**src/rtl/izh_spike_analyzer_if.sv**
```systemverilog
// Bundle carrying the neuron sample stream into the analyzer and its registered
// spike statistics back out to the readout/debug mux.
interface izh_spike_analyzer_if;
  logic        en;
  logic        spike;
  logic [7:0]  v_in;
  logic [15:0] isi;
  logic        isi_valid;
  logic [7:0]  rate;
  logic        rate_valid;
  logic [7:0]  v_peak;
  logic        burst;

  modport master (
    output en, spike, v_in,
    input  isi, isi_valid, rate, rate_valid, v_peak, burst
  );

  modport slave (
    input  en, spike, v_in,
    output isi, isi_valid, rate, rate_valid, v_peak, burst
  );
endinterface

```
**src/rtl/izh_spike_analyzer.sv**
```systemverilog
// Spike statistics for the Izhikevich core: inter-spike interval, burst detect,
// spike rate and peak membrane sample per fixed window.
module izh_spike_analyzer #(
  parameter int WINDOW    = 4096,
  parameter int BURST_ISI = 64,
  parameter int BURST_MIN = 3
) (
  input  logic                 clk,
  input  logic                 rst,
  izh_spike_analyzer_if.slave  bus
);

  localparam int          WIN_W   = $clog2(WINDOW);
  localparam logic [15:0] ISI_LIM = 16'(BURST_ISI);
  localparam logic [3:0]  RUN_LIM = 4'(BURST_MIN - 1);

  typedef enum logic {IDLE, ARMED} state_t;

  state_t           state;
  logic             spike_d;
  logic [15:0]      isi_cnt;
  logic [3:0]       run;
  logic [WIN_W-1:0] win_cnt;
  logic [7:0]       acc;
  logic [7:0]       peak_run;

  logic       evt;
  logic       win_last;
  logic [7:0] acc_next;
  logic [7:0] peak_next;
  logic [3:0] run_inc;

  // Sign-magnitude to two's complement; 8'h80 maps to zero like 8'h00.
  function automatic logic signed [7:0] sm_to_s(input logic [7:0] x);
    logic signed [7:0] m;
    m = signed'({1'b0, x[6:0]});
    return x[7] ? -m : m;
  endfunction

  assign evt      = bus.spike & ~spike_d & bus.en;
  assign win_last = (win_cnt == WIN_W'(WINDOW - 1));

  always_comb begin
    acc_next  = (evt && acc != 8'hFF) ? acc + 8'd1 : acc;
    peak_next = (sm_to_s(bus.v_in) > sm_to_s(peak_run)) ? bus.v_in : peak_run;
    run_inc   = (run == 4'd15) ? run : run + 4'd1;
  end

  always_ff @(posedge clk or negedge rst) begin
    if (!rst) begin
      spike_d    <= 1'b0;
      state      <= IDLE;
      isi_cnt    <= 16'd0;
      run        <= 4'd0;
      win_cnt    <= '0;
      acc        <= 8'd0;
      peak_run   <= 8'hFF;
      bus.isi        <= 16'd0;
      bus.isi_valid  <= 1'b0;
      bus.rate       <= 8'd0;
      bus.rate_valid <= 1'b0;
      bus.v_peak     <= 8'h00;
      bus.burst      <= 1'b0;
    end else begin
      spike_d        <= bus.spike;
      bus.isi_valid  <= 1'b0;
      bus.rate_valid <= 1'b0;

      // A long silence ends the burst without waiting for the next spike.
      if (state == ARMED && !evt && isi_cnt > ISI_LIM) begin
        run       <= 4'd0;
        bus.burst <= 1'b0;
      end

      if (bus.en) begin
        case (state)
          IDLE: begin
            if (evt) begin
              state   <= ARMED;
              isi_cnt <= 16'd1;
            end
          end
          ARMED: begin
            if (evt) begin
              bus.isi       <= isi_cnt;
              bus.isi_valid <= 1'b1;
              isi_cnt       <= 16'd1;
              if (isi_cnt <= ISI_LIM) begin
                run       <= run_inc;
                bus.burst <= (run_inc >= RUN_LIM);
              end else begin
                run       <= 4'd0;
                bus.burst <= 1'b0;
              end
            end else if (isi_cnt != 16'hFFFF) begin
              isi_cnt <= isi_cnt + 16'd1;
            end
          end
          default: state <= IDLE;
        endcase

        // The closing cycle's own event and sample belong to the closing window.
        if (win_last) begin
          win_cnt        <= '0;
          bus.rate       <= acc_next;
          bus.v_peak     <= peak_next;
          bus.rate_valid <= 1'b1;
          acc            <= 8'd0;
          peak_run       <= 8'hFF;
        end else begin
          win_cnt  <= win_cnt + 1'b1;
          acc      <= acc_next;
          peak_run <= peak_next;
        end
      end
    end
  end

endmodule

```
**src/flat_wrapper.sv**
```systemverilog
// flat-port wrapper written by rule: the top's interface ports become plain ports
module izh_spike_analyzer_flat 
#(
  parameter int WINDOW    = 4096,
  parameter int BURST_ISI = 64,
  parameter int BURST_MIN = 3
)
  (clk, rst, bus_en, bus_spike, bus_v_in, bus_isi, bus_isi_valid, bus_rate, bus_rate_valid, bus_v_peak, bus_burst);
  izh_spike_analyzer_if bus_i ();
  input  logic clk;
  input  logic rst;
  input wire logic [$bits(bus_i.en)-1:0] bus_en;
  input wire logic [$bits(bus_i.spike)-1:0] bus_spike;
  input wire logic [$bits(bus_i.v_in)-1:0] bus_v_in;
  output wire logic [$bits(bus_i.isi)-1:0] bus_isi;
  output wire logic [$bits(bus_i.isi_valid)-1:0] bus_isi_valid;
  output wire logic [$bits(bus_i.rate)-1:0] bus_rate;
  output wire logic [$bits(bus_i.rate_valid)-1:0] bus_rate_valid;
  output wire logic [$bits(bus_i.v_peak)-1:0] bus_v_peak;
  output wire logic [$bits(bus_i.burst)-1:0] bus_burst;
  assign bus_i.en = bus_en;
  assign bus_i.spike = bus_spike;
  assign bus_i.v_in = bus_v_in;
  assign bus_isi = bus_i.isi;
  assign bus_isi_valid = bus_i.isi_valid;
  assign bus_rate = bus_i.rate;
  assign bus_rate_valid = bus_i.rate_valid;
  assign bus_v_peak = bus_i.v_peak;
  assign bus_burst = bus_i.burst;
  izh_spike_analyzer #(.WINDOW(WINDOW), .BURST_ISI(BURST_ISI), .BURST_MIN(BURST_MIN)) u_core (.clk(clk), .rst(rst), .bus(bus_i));
endmodule
```
**config.mk**
```make
export PLATFORM = sky130hd
export DESIGN_NAME = izh_spike_analyzer_flat
export DESIGN_NICKNAME = d
export VERILOG_FILES = /design/src/rtl/izh_spike_analyzer_if.sv /design/src/rtl/izh_spike_analyzer.sv /design/src/flat_wrapper.sv
export SDC_FILE = /design/constraint.sdc
export NUM_CORES = 1
export LEC_CHECK = 0
export ABC_AREA = 1
export BUFFER_PORTS_ARGS = -buffer_cell sky130_fd_sc_hd__buf_2
export CORE_MARGIN = 4
export CORE_UTILIZATION = 54
export DETAILED_ROUTE_END_ITERATION = 10
export GPL_TIMING_DRIVEN = 0
export PLACE_DENSITY = 0.77
export RECOVER_POWER = 50
export SYNTH_ARGS = -nofsm -noshare
export SYNTH_HDL_FRONTEND = slang
export SYNTH_SLANG_ARGS = --single-unit
```
**constraint.sdc**
```tcl
create_clock -name clk -period 2.6 [get_ports clk]
set_clock_uncertainty 0.15 [all_clocks]
set_input_delay 0.39 -clock clk [delete_from_list [all_inputs] [get_ports clk]]
set_output_delay 0.39 -clock clk [all_outputs]
set_load 0.01 [all_outputs]
```
==> results.md, run 1 <==
- Max Slew Vio Count: 0
- Fin crit share: 1.08
- Wire length per cell: 13.8 µm
- Worst-Margin Slew: 0.961 ns
- MaxCap Viol Count: 0
- Pleak: 2.87 nW
- Setup TNS Final: -2.82 ns
- Routability Congestion: 0.840
- HP Start: bus_spike
- I/O Pins: 47
- Final hold violation count: 0
- Post-synth top area share: 0.411
- Cell count after synthesis: 590
- DR vias: 4041
- Hold path depth: 1
- Post-route insts no fill: 766
- Combinational power share: 0.436
- Flop pwr share: 0.380
- CTS Buf Count: 9
- Initial DRC count: 219
- Initial Util: 0.562
- Count leader, synth: nand2_1
- FILL cells: 707
- Routed WL: 10600 µm
- DRT Pass-1 Iters: 5
- Peak Freq: 355 MHz
- Input/output buffers: 46
- Pwr Total: 0.00477 W
- Slew headroom: 0.359
- Sw frac: 0.417
- Critical path required time: 2.75 ns
- RSZ-0062 raised after global routing: true
- Hpwl dp: 7490 µm
- First-pass GRT wire length: 17400 µm
- Row count: 33
- Cell taking the most area after synthesis: dfrtp_1
- Place WS: -0.439 ns
- Final worst setup slack: -0.213 ns
- Post-route ant nets: 0
- Reg2reg start: u_core.peak_run[1]
- CP Cell Sequence: inv_2 > ha_4 > inv_2 > nor2_2 > inv_2 > nor2_2 > nand3_1 > nand2_1 > xor2_1 > inv_1 > ha_1 > nand2_2 > nor2_2 > nor2_2 > nand2_2 > buf_4 > nand2_2 > nand4_1 > nand2_1 > nand2_1 > nand2_1
- Syn avg cell area: 7.94 µm²
- # diodes: 0
- Final min period: 2.81 ns
- Final hold slack: 0.0310 ns
- Nets: 683
- H-tree depth: 3
- Largest net degree at the start of global routing: 73
- R2R setup slack: -0.21 ns
- WP data arrival: 2.96 ns
- Status: complete, but fails checks
- Worst vdd rail ir drop: 368 µV
- Total core area: 8340 µm²
- CTS Root Cell: clkbuf_8
- Clock Latency Late Sink: 0.35 ns
- Pwr Density: 875 nW/µm²
- EDFF count, synth: 0
- Area of the mapped netlist: 4690 µm²
- Failing checks: setup timing
- Die area: 10200 µm²
- Distinct cell type count after synthesis: 40
- Synthesized flop and latch total: 85
- Worst flop-to-flop path endpoint: u_core.bus.v_peak[4]
- CTS tree: done
- Top cells by area in the synthesized netlist: dfrtp_1 (41%), nand2_1 (13%), inv_1 (6.8%), dfstp_2 (4.5%), xor2_1 (4.3%)
- Register area share after synthesis: 0.456
- Avg Vias per Cell: 5.28
- Initial antenna violation count: 0
- CP startpoint kind: register
- Family with the most delay on the worst path: simple AND/OR/NAND/NOR gates
- P_sw: 0.00199 W
- Clock power share: 0.184
- Reg2reg path depth: 21
- Internal: 0.00278 W
- Fraction of layout cells with a size suffix above 1: 0.210
- DRC Markers: 0
- DIE WIDTH: 101 µm
- Grt ovf: 0
- All-Layer GR Usage: 0.211
- CTS Sinks: 85
- Vias in the first global route: 3788
- Buf/Inv on CP: 5
- Synth top cells by count: nand2_1 (168), inv_1 (85), dfrtp_1 (77), nor2_1 (41), o21ai_0 (37)
- Mapped Nets: 617
- Critical Path Max Stage Delay: 0.55 ns
- Setup Crit Path Kind: reg2reg
- Die Height: 101 µm
- Slowest cell on the critical path: dfstp_2
- Final setup violation count: 16
- Yosys Warn Count: 0
- # placed instances: 742
- Worst-path maximum fanout: 4
- Ys flop type: dfrtp_1
- Worst-path clk slew: 0.09 ns
- Async SR Flop Fraction: 1.00
- Worst hold path type: in2reg
- Max Buffers Root-to-Sink: 2
- Hold-critical path endpoint: u_core.spike_d
- Critical Path End Type: register
- Area grow syn2layout: 16.2%
## registers in the layout (all words and copies together), names as in the netlist
register and flops:
u_core.bus.burst 1, u_core.bus.rate_valid 1, u_core.bus.isi 16, u_core.isi_cnt 16, u_core.spike_d 1, u_core.peak_run 8
u_core.run 4, u_core.state 1, u_core.acc 8, u_core.win_cnt 12, u_core.bus.rate 8, u_core.bus.v_peak 8
u_core.bus.isi_valid 1
## cells in the final DEF, fill, tap and decap left out, drive strengths merged
cell type    count
nand2          175
inv             89
dfrtp           77
buf             54
nor2            47
o21ai           41
nand3           36
xor2            23
clkbuf          19
nand4           17
a21oi           16
nor3            15
ha              15
dfstp            8
o22ai            5
a31oi            4
clkinv           4
o21a             3
or2              2
a21o             2
xnor2            2
o31ai            2
a41oi            1
a22oi            1
nor4             1
and3             1
dlygate4sd3      1
## layout make-up
cell class	count	area, µm²	share of cell area
timing repair buffer	53	283	0.0519
inverter	88	333	0.0611
tap	105	131	0.0241
buffer	10	65.1	0.0119
clock inverter	5	43.8	0.00804
clock buffer	11	141	0.0260
multi-input combinational	409	2310	0.425
sequential	85	2140	0.392
## worst max path at each step
stage	start	end	slack [ns]	cells after the start
finish	u_core.peak_run[1]	u_core.bus.v_peak[4]	-0.21	21
global route	u_core.peak_run[1]	u_core.bus.v_peak[6]	-0.36	20
CTS	u_core.peak_run[0]	u_core.bus.v_peak[5]	-0.12	21
detailed placement	bus_v_in[0]	u_core.bus.v_peak[5]	-0.44	19
global placement	bus_v_in[0]	u_core.bus.v_peak[5]	-0.31	19
floorplan	u_core.peak_run[0]	u_core.bus.v_peak[0]	0.04	21
## kinds of logic after synthesis
logic type               after synthesis  synth area share
AO/OA/AOI/OAI                         75            0.0900
adder cells (fa/ha/maj)               15            0.0400
buffers and inverters                 98            0.0849
AND/OR/NAND/NOR                      292             0.282
flip-flops                            85             0.456
XOR/XNOR                              25            0.0467
## worst register-to-register path: stages (launching register included)
cell	delay [ns]
dfstp_2	0.55
inv_2	0.06
ha_4	0.15
inv_2	0.05
nor2_2	0.04
inv_2	0.06
nor2_2	0.04
nand3_1	0.06
nand2_1	0.06
xor2_1	0.13
inv_1	0.07
ha_1	0.29
nand2_2	0.11
nor2_2	0.05
nor2_2	0.16
nand2_2	0.10
buf_4	0.14
nand2_2	0.10
nand4_1	0.15
nand2_1	0.11
nand2_1	0.07
nand2_1	0.06
## through the flow
| step | utilization | instance area (µm²) |
|---|---|---|
| 6_report | 0.653 | 5450 |
| 5_1_grt | 0.653 | 5450 |
| 3_3_place_gp | 0.605 | 5050 |
| 2_1_floorplan | - | 4690 |
| 4_1_cts | 0.646 | 5390 |
| 3_5_place_dp | 0.609 | 5080 |
## power groups by stage
stage                     sequential [W]  combinational, W  clock, W
after global routing             0.00185           0.00232  0.000957
after CTS                        0.00180           0.00181  0.000895
after global placement           0.00181           0.00147         0
after detailed placement         0.00182           0.00152         0
final                            0.00181           0.00208  0.000876
after floorplan                  0.00180           0.00116         0
## metal layers
metal | up-vias | share of wire | track usage
met2 | 79 | 0.48 | 0.335
met5 | - | 0 | 0
met1 | 1932 | 0.47 | 0.303
met3 | 7 | 0.044 | 0.0413
met4 | 0 | 0.0068 | 0.0460
li1 | 2023 | - | -
## what timing repair did
| action | 4_1_cts | 5_1_grt |
|---|---|---|
| pin swaps | 11 | 25 |
| gates cloned | 2 | 0 |
| setup endpoints to repair | 16 | 16 |
| setup buffers | 3 | 2 |
| hold endpoints to repair | 13 | 0 |
| resized for setup | 22 | 24 |
| hold buffers | 1 | 0 |
Note: power is estimated with default switching activity, not from simulation.
==> run 2: changes to the inputs <==
ABC_AREA = unset   (was 1)
CORE_UTILIZATION = 53   (was 54)
CTS_CLUSTER_DIAMETER = 40   (was unset)
PLACE_DENSITY = 0.76   (was 0.77)
==> results.md, run 2 <==
- Status: complete, but fails checks
- Failing checks: setup timing
- # diodes: 0 (unchanged)
- R2R setup slack: -0.26 ns (-0.04 ns)
- Worst-path clk slew: 0.07 ns (-0.02 ns)
- Initial DRC count: 154 (-30%)
- Worst-path maximum fanout: 10 (+6)
- H-tree depth: 3 (unchanged)
- Top cells by area in the synthesized netlist: dfrtp_1 (42%), nand2_1 (6.9%), dfstp_2 (4.6%), ha_1 (4.1%), xnor2_1 (3.6%)
- Fin crit share: 1.10 (+0.0163)
- Initial Util: 0.553 (-0.00885)
- Cell taking the most area after synthesis: dfrtp_1
- Area occupied by multi-input gates: 2400 µm² (+4.0%)
- Peak Freq: 350 MHz (-1.5%)
- HP Start: bus_spike
- CP startpoint kind: register
- Largest net degree at the start of global routing: 47 (-36%)
- Wire length per cell: 16.2 µm (+17%)
- Max Slew Vio Count: 0 (unchanged)
- Clock Latency Late Sink: 0.34 ns (about the same)
- Commonest non-fill, non-tap cell in the layout: nand2_1
- CTS Sinks: 85 (unchanged)
- Hold path depth: 1 (unchanged)
- Reg2reg path depth: 10 (-52%)
- Worst flop-to-flop path endpoint: u_core.peak_run[0]
- Max Buffers Root-to-Sink: 2 (unchanged)
- Yosys Warn Count: 0 (unchanged)
- EDFF count, synth: 0 (unchanged)
- Die Height: 101 µm (+0.13%)
- Input/output buffers: 44 (-4.3%)
- Syn avg cell area: 9.88 µm² (+24%)
- Ys flop type: dfrtp_1
- Post-route ant nets: 0 (unchanged)
- Synthesized flop and latch total: 85 (unchanged)
- Distinct cell type count after synthesis: 64 (+60%)
- Setup Crit Path Kind: reg2reg
- Hpwl dp: 7340 µm (-2.1%)
- Storage cell area: 2140 µm² (unchanged)
- Final worst setup slack: -0.256 ns (-0.0425 ns)
- Final hold slack: 0.0878 ns (+0.0568 ns)
- Pleak: 2.51 nW (-13%)
- Final setup violation count: 16 (unchanged)
- First-pass GRT wire length: 18200 µm (+4.5%)
- Avg Vias per Cell: 5.82 (+10%)
- Setup TNS Final: -3.12 ns (-0.302 ns)
- Die area: 10300 µm² (+0.26%)
- Nets: 557 (-18%)
- Vias in the first global route: 3835 (+1.2%)
- Worst vdd rail ir drop: 437 µV (+19%)
- Total core area: 8340 µm² (unchanged)
- DRT Pass-1 Iters: 4 (-1)
- Count leader, synth: nand2_1
- Synth top cells by count: nand2_1 (85), dfrtp_1 (77), nor2_1 (26), a21oi_1 (21), o21ai_0 (20)
- Routability Congestion: 0.864 (+2.9%)
- Final min period: 2.86 ns (+0.0425 ns)
- DIE WIDTH: 101 µm (+0.13%)
- Area grow syn2layout: 15.3%
- Reg2reg start: u_core.peak_run[0]
- Critical Path End Type: register
- CTS Root Cell: clkbuf_8
- Row count: 33 (unchanged)
- RSZ-0062 raised after global routing: true
- Mapped Nets: 494 (-20%)
- Routed WL: 10400 µm (-2.1%)
- Post-synth top area share: 0.418 (+0.00658)
- Biggest regs: u_core.bus.isi: 16 flops, u_core.isi_cnt: 16 flops, u_core.win_cnt: 12 flops
- Pwr Density: 769 nW/µm² (-12%)
- Async SR Flop Fraction: 1.00 (unchanged)
- Initial antenna violation count: 0 (unchanged)
- DRC Markers: 0 (unchanged)
- Area of the mapped netlist: 4610 µm² (-1.6%)
- Most frequent cells in the layout: nand2_1 (85), dfrtp_1 (77), buf_2 (29)
- Cell count after synthesis: 467 (-21%)
- Worst-Margin Slew: 0.960 ns (-0.000989 ns)
- WP data arrival: 2.97 ns (about the same)
- Grt ovf: 0 (unchanged)
- Hold-critical path endpoint: u_core.spike_d
- CTS Buf Count: 9 (unchanged)
- Worst hold path type: in2reg
- DR vias: 3724 (-7.8%)
- All-Layer GR Usage: 0.219 (+0.00773)
- Critical path required time: 2.72 ns (-0.03 ns)
- Slew headroom: 0.360 (+0.000659)
- Register area share after synthesis: 0.463 (+0.00730)
- FILL cells: 715 (+1.1%)
- CTS tree: done
- MaxCap Viol Count: 0 (unchanged)
- I/O Pins: 47 (unchanged)
- Final hold violation count: 0 (unchanged)
- Fraction of layout cells with a size suffix above 1: 0.179 (-0.0308)
## run 2: repair_timing
action	CTS	global route
hold buffers	1	0
setup endpoints to repair	16	16
hold endpoints to repair	39	0
pin swaps	8	2
resized for setup	13	4
setup buffers	5	3
gates cloned	1	0
## run 2: kinds of logic (layout without fill, tap and decap cells)
logic type                 count (synthesis)  count (layout)  synth area share
adders and majority gates                 15              15            0.0407
and+or+nand+nor                          194             194             0.216
AOI/OAI and AO/OA                        101             101             0.171
DFF                                       85              85             0.463
buffers and inverters                     34             102            0.0358
muxes                                      4               4           0.00868
xor gates and xnor gates                  34              34            0.0646
## run 2: cell type report
type	count	area share
inverters	15	0.0106
well taps	105	0.0247
clock inverters	3	0.00823
plain buffers	18	0.0202
clock buffers	13	0.0299
repair buffers	53	0.0525
multi-input cells	348	0.452
flip-flops and latches	85	0.402
## run 2: metrics by stage
stage                     cells   util  power [W]  area [µm²]  setup WS, ns
after floorplan             467      -    0.00261        4660       -0.0615
after detailed placement    617  0.604    0.00293        5040        -0.586
after global routing        640  0.638    0.00435        5320        -0.349
final                       640  0.638    0.00409        5320        -0.256
after global placement      616  0.601    0.00287        5010        -0.513
after CTS                   639  0.643    0.00408        5360        -0.214
## run 2: where the power goes
group | internal [W] | switching, W
sequential | 0.00153 | 0.000203
clock | 0.000498 | 0.000454
combinational | 0.000613 | 0.000792
## run 2: critical path: stages, from the launching register on
cell and delay (ns):
dfstp_2 0.57, inv_2 0.07, ha_4 0.23, mux2i_1 0.16, ha_1 0.28, nor2b_1 0.15, o211ai_1 0.31, a211oi_4 0.12
buf_12 0.16, o31a_4 0.39, o32a_1 0.19
## run 2: worst max path at each step
stage / start / endpoint / depth (start not counted)
finish: u_core.peak_run[0] / u_core.peak_run[0] / 10
detailed placement: bus_v_in[2] / u_core.bus.v_peak[1] / 8
floorplan: u_core.peak_run[0] / u_core.bus.v_peak[0] / 10
global placement: bus_v_in[2] / u_core.bus.v_peak[0] / 9
global route: u_core.peak_run[0] / u_core.peak_run[7] / 10
CTS: u_core.peak_run[2] / u_core.peak_run[0] / 10
## run 2: per-layer routing
metal	GRT usage	routed length, µm
met5	0	0
met1	0.314	4860
met3	0.0269	322
met2	0.344	5040
met4	0.0787	142
